## config.mk

```make
export PLATFORM = sky130hd
export DESIGN_NAME = mem_chk_lat_pipe
export DESIGN_NICKNAME = d
export VERILOG_FILES = /design/src/rtl/mem_chk_lat_pipe.sv
export SDC_FILE = /design/constraint.sdc
export NUM_CORES = 1
export LEC_CHECK = 0
export ABC_AREA = 1
export ABC_CLOCK_PERIOD_IN_PS = 800
export CAP_MARGIN = 20
export CORE_AREA = 2 2 39 41
export DETAILED_ROUTE_END_ITERATION = 10
export DIE_AREA = 0 0 41 43
export GPL_ROUTABILITY_DRIVEN = 0
export SLEW_MARGIN = 20
export SYNTH_ARGS = -nofsm -noshare
export SYNTH_HDL_FRONTEND = slang
export SYNTH_SLANG_ARGS = --single-unit
```

## constraint.sdc

```tcl
create_clock -name clk -period 0.8 [get_ports clk]
set_input_delay 0.16 -clock clk [delete_from_list [all_inputs] [get_ports clk]]
set_output_delay 0.16 -clock clk [all_outputs]
set_load 0.01 [all_outputs]
```

## src/rtl/mem_chk_lat_pipe.sv

```systemverilog
// Delay line of {valid, addr} that lines an issued address up with the
// memory word returning DEPTH cycles later.
module mem_chk_lat_pipe #(
    parameter int ADDR_W = 5,
    parameter int DEPTH  = 1
) (
    input  logic              clk,
    input  logic              resetn,
    input  logic              flush,
    input  logic              in_valid,
    input  logic [ADDR_W-1:0] in_addr,
    output logic              out_valid,
    output logic [ADDR_W-1:0] out_addr
);

    logic [DEPTH-1:0]  valid_q;
    logic [ADDR_W-1:0] addr_q [DEPTH];

    // Shift the request pair one stage per cycle; flush drops every pending valid.
    always_ff @(posedge clk or negedge resetn) begin
        if (!resetn) begin
            valid_q <= '0;
            for (int i = 0; i < DEPTH; i++) begin
                addr_q[i] <= '0;
            end
        end else if (flush) begin
            valid_q <= '0;
        end else begin
            valid_q[0] <= in_valid;
            addr_q[0]  <= in_addr;
            for (int i = 1; i < DEPTH; i++) begin
                valid_q[i] <= valid_q[i-1];
                addr_q[i]  <= addr_q[i-1];
            end
        end
    end

    assign out_valid = valid_q[DEPTH-1];
    assign out_addr  = addr_q[DEPTH-1];

endmodule

```

# Word level (Yosys, flattened, before mapping)
# Cells that the tools add are included.
# Widths: inputs -> output; s select.
# totals
register_bits,6
inputBits,9
output_inout_bits,6
elab_cells,3
# classes
mux,1
# op_table
cell,n
$mux 1,1

# Depth between registers and ports, before layout
# logic_depth
ltp_word,1
depth_mapped,3
ltp_nobuf,3

# Worst setup path after synthesis
# OpenSTA, ideal clock, no wires.
# synth_timing
path_type,reg2reg
start,"register, netlist name out_addr[0]"
end,register addr_q (netlist bit out_addr[0])
setup_time_ns,0.116
synth_period_minus_slack_ns,0.619
required_time_ns,0.684
path_slack_ns,0.181
path_stages_with_launch,3
arrival_time_ns,0.503
path_cell_list,dfrtp_1 > nand2_1 > nand2_1
# synth_rtl
element,line,rtl
end signal: indexed assignment,33,addr_q[i] <= addr_q[i-1];
end: declaration,17,logic [ADDR_W-1:0] addr_q [DEPTH];

# Worst setup path in the final report
# layout_timing
start,register addr_q (netlist bit out_addr[1])
end,output out_addr[1]
# layout_rtl
element,line,rtl
end: declaration,13,output logic [ADDR_W-1:0] out_addr
# No word-level cell between the ends.

==> impl_metrics.tcl <==
set metrics [dict create \
    yosys.cell_types.count 5 \
    coreArea_mm2 0.001384 \
    ys_ff_latch 6 \
    slew_viol_final 0 \
    cts-root-buf "clkbuf_4" \
    ys_top_cells_by_area "dfrtp_1 69%, nand2_1 26%, inv_1 1.7%" \
    leakagePower_nw 0.2318 \
    final_cell_mix "15 x nand2_1, 7 x clkdlybuf4s50_1, 6 x dfrtp_1, 4 x buf_2, 4 x buf_4" \
    yosys_warnings 0 \
    crit_path_end_kind "output port" \
    synth_mux_area_share_pct 0 \
    synth_xor_area_share_pct 0 \
    area.sequential_um2 150.1 \
    worstMarginPinSlew_ns 0.2771 \
    crit_buf_inv 1 \
    diodes 0 \
    startpoint "out_addr[1]" \
    synth-compound-area-share_pct 0 \
    io_buffers 14 \
    io_pins 15 \
    synth.top_cell.area_share_pct 68.97 \
    status "finished, violations left" \
    cts_buffers 3 \
    grt_max_degree 7 \
    synth-simple-area-share_pct 27.59 \
    synth_top_family_by_area "simple AND/OR/NAND/NOR gates" \
    crit_required_ns 0.64 \
    relSlewSlack_pct 81.47 \
    synthesis.nets 33 \
    drt-initial-drc-count 9 \
    final_common_cell "nand2_1" \
    clkTransAtPathRegs_ns 0.04 \
    cp_slowest_cell "dfrtp_1" \
    rsz0062_at_grt "yes" \
    crit_family "flip-flops" \
    fp.dieArea_mm2 0.001763 \
    clk_latency_ns 0.24 \
    routedWlPerCell_um 8.426 \
    syn-instance-count 24 \
    area_growth_syn_to_layout_pct 90.80 \
    via_count 217 \
    clkSinkCount 6 \
    worst_slack_ns -0.1021 \
    period_share_pct 112.8 \
    nets 56 \
    cts_tree "yes" \
    violations "negative setup slack" \
    fillers 155 \
    fp.dieW_um 41 \
    antenna_left 0 \
    h-tree-depth 1 \
    first_pass_iters 3 \
    placementRows 14 \
    grtUsageTotal_pct 7.164 \
    cp-start-kind "register" \
    placed_area_um2 392.9 \
    finalSetupViolCount 6 \
    clk_path_buf_depth 2 \
    finClkSkew_ns 0 \
    initial_core_util_pct 15.73 \
    path_cells "buf_2" \
    drt-total-wl_um 514 \
    stdcell_area_um2 415.4 \
    hold_violations 0 \
    fin_crit_ns 0.9021 \
    antenna_found_initial 0 \
    layout-drive-gt1-share_pct 31.11 \
    min_path_type "primary input to async pin" \
    synth_top_area_cell "dfrtp_1" \
    drv_cap 0 \
    drc 0 \
    grt_pass1_vias 189 \
    hold-worst-slack_ns 0.1640 \
    dpl.hpwl_um 398.2 \
    crit_fanout 2 \
    ys_seq_area_share_pct 68.97 \
    slowest_delay_ns 0.37 \
    p_per_area_mw_per_mm2 1812 \
    multi_input_area_um2 60.06 \
    route.detailed.vias_per_inst 3.557 \
    synthesis.area_um2 217.7 \
    worstPathArrival_ns 0.74 \
    grt_overflow 0 \
    synth-adder-area-share_pct 0 \
    dieHeight_um 43 \
    grt_pass1_wl_um 772 \
    timing.fmax_mhz 1109 \
    avgSynthCellArea_um2 9.071 \
    timing.rr.start "out_addr[0]" \
    critPathKind "register to output port" \
    ir_worst_vdd_uv 755.1 \
]
final timing paths:
kind | cells after the start | slack, ns | endpoint
min | 1 | 0.16 | out_addr[0]
max in group asynchronous | 1 | 0.42 | out_addr[4]
min in group clk | 3 | 0.24 | out_addr[0]
max | 1 | -0.10 | out_addr[1]
max reg2reg | 3 | 0.08 | out_addr[0]
min reg2reg | 2 | 0.48 | out_addr[4]
timing repair:
item,4_1_cts,5_1_grt
hold buffers,0,0
buffers inserted,1,1
setup endpoints to repair,6,9
resized for setup,24,3
cells by family after synthesis:
logic type             after synthesis
AND/OR/NAND/NOR                     16
flip-flops                           6
buffers and inverters                2
flip-flops by register name, summed over array words and instances (netlist names):
signal,flops
out_addr,5
out_valid,1
area by class of cell:
cell class,count,area share (%)
Inverter,2,1.807
Multi-Input combinational cell,16,14.46
Tap cell,16,4.819
Clock buffer,3,5.422
Timing Repair Buffer,18,37.35
Sequential cell,6,36.14
through the flow:
stage,power (mW),utilization (%),setup slack [ns],std cells,TNS (ns)
floorplan,0.3830,-,0.1807,24,0
global placement,0.4929,28.39,-0.2421,56,-2.610
finish,0.7526,30.02,-0.1021,61,-0.5872
CTS,0.7614,28.39,-0.1233,60,-0.6844
detailed placement,0.4948,28.39,-0.2312,56,-2.621
global route,0.8182,30.02,-0.1424,61,-0.8057
synthesized netlist by cell type:
| master | count |
|---|---|
| dfrtp_1 | 6 |
| nand2_1 | 15 |
| inv_1 | 1 |
| nor2_1 | 1 |
| inv_2 | 1 |
routing by layer:
metal,GRT usage (%),vias to the layer above,routed length (um),part of all wire [%]
li1,-,115,-,-
met1,7.843,92,213,41
met2,8.750,10,230,45
met3,5.236,0,71,14
met4,6.000,0,0,0
met5,0,-,0,0
power by group:
group / switching (mW) / internal (mW)
logic: 0.0562 / 0.0857
registers: 0.0118 / 0.330
clock network: 0.100 / 0.169
total: 0.168 / 0.585
(Power assumes the default switching activity.)
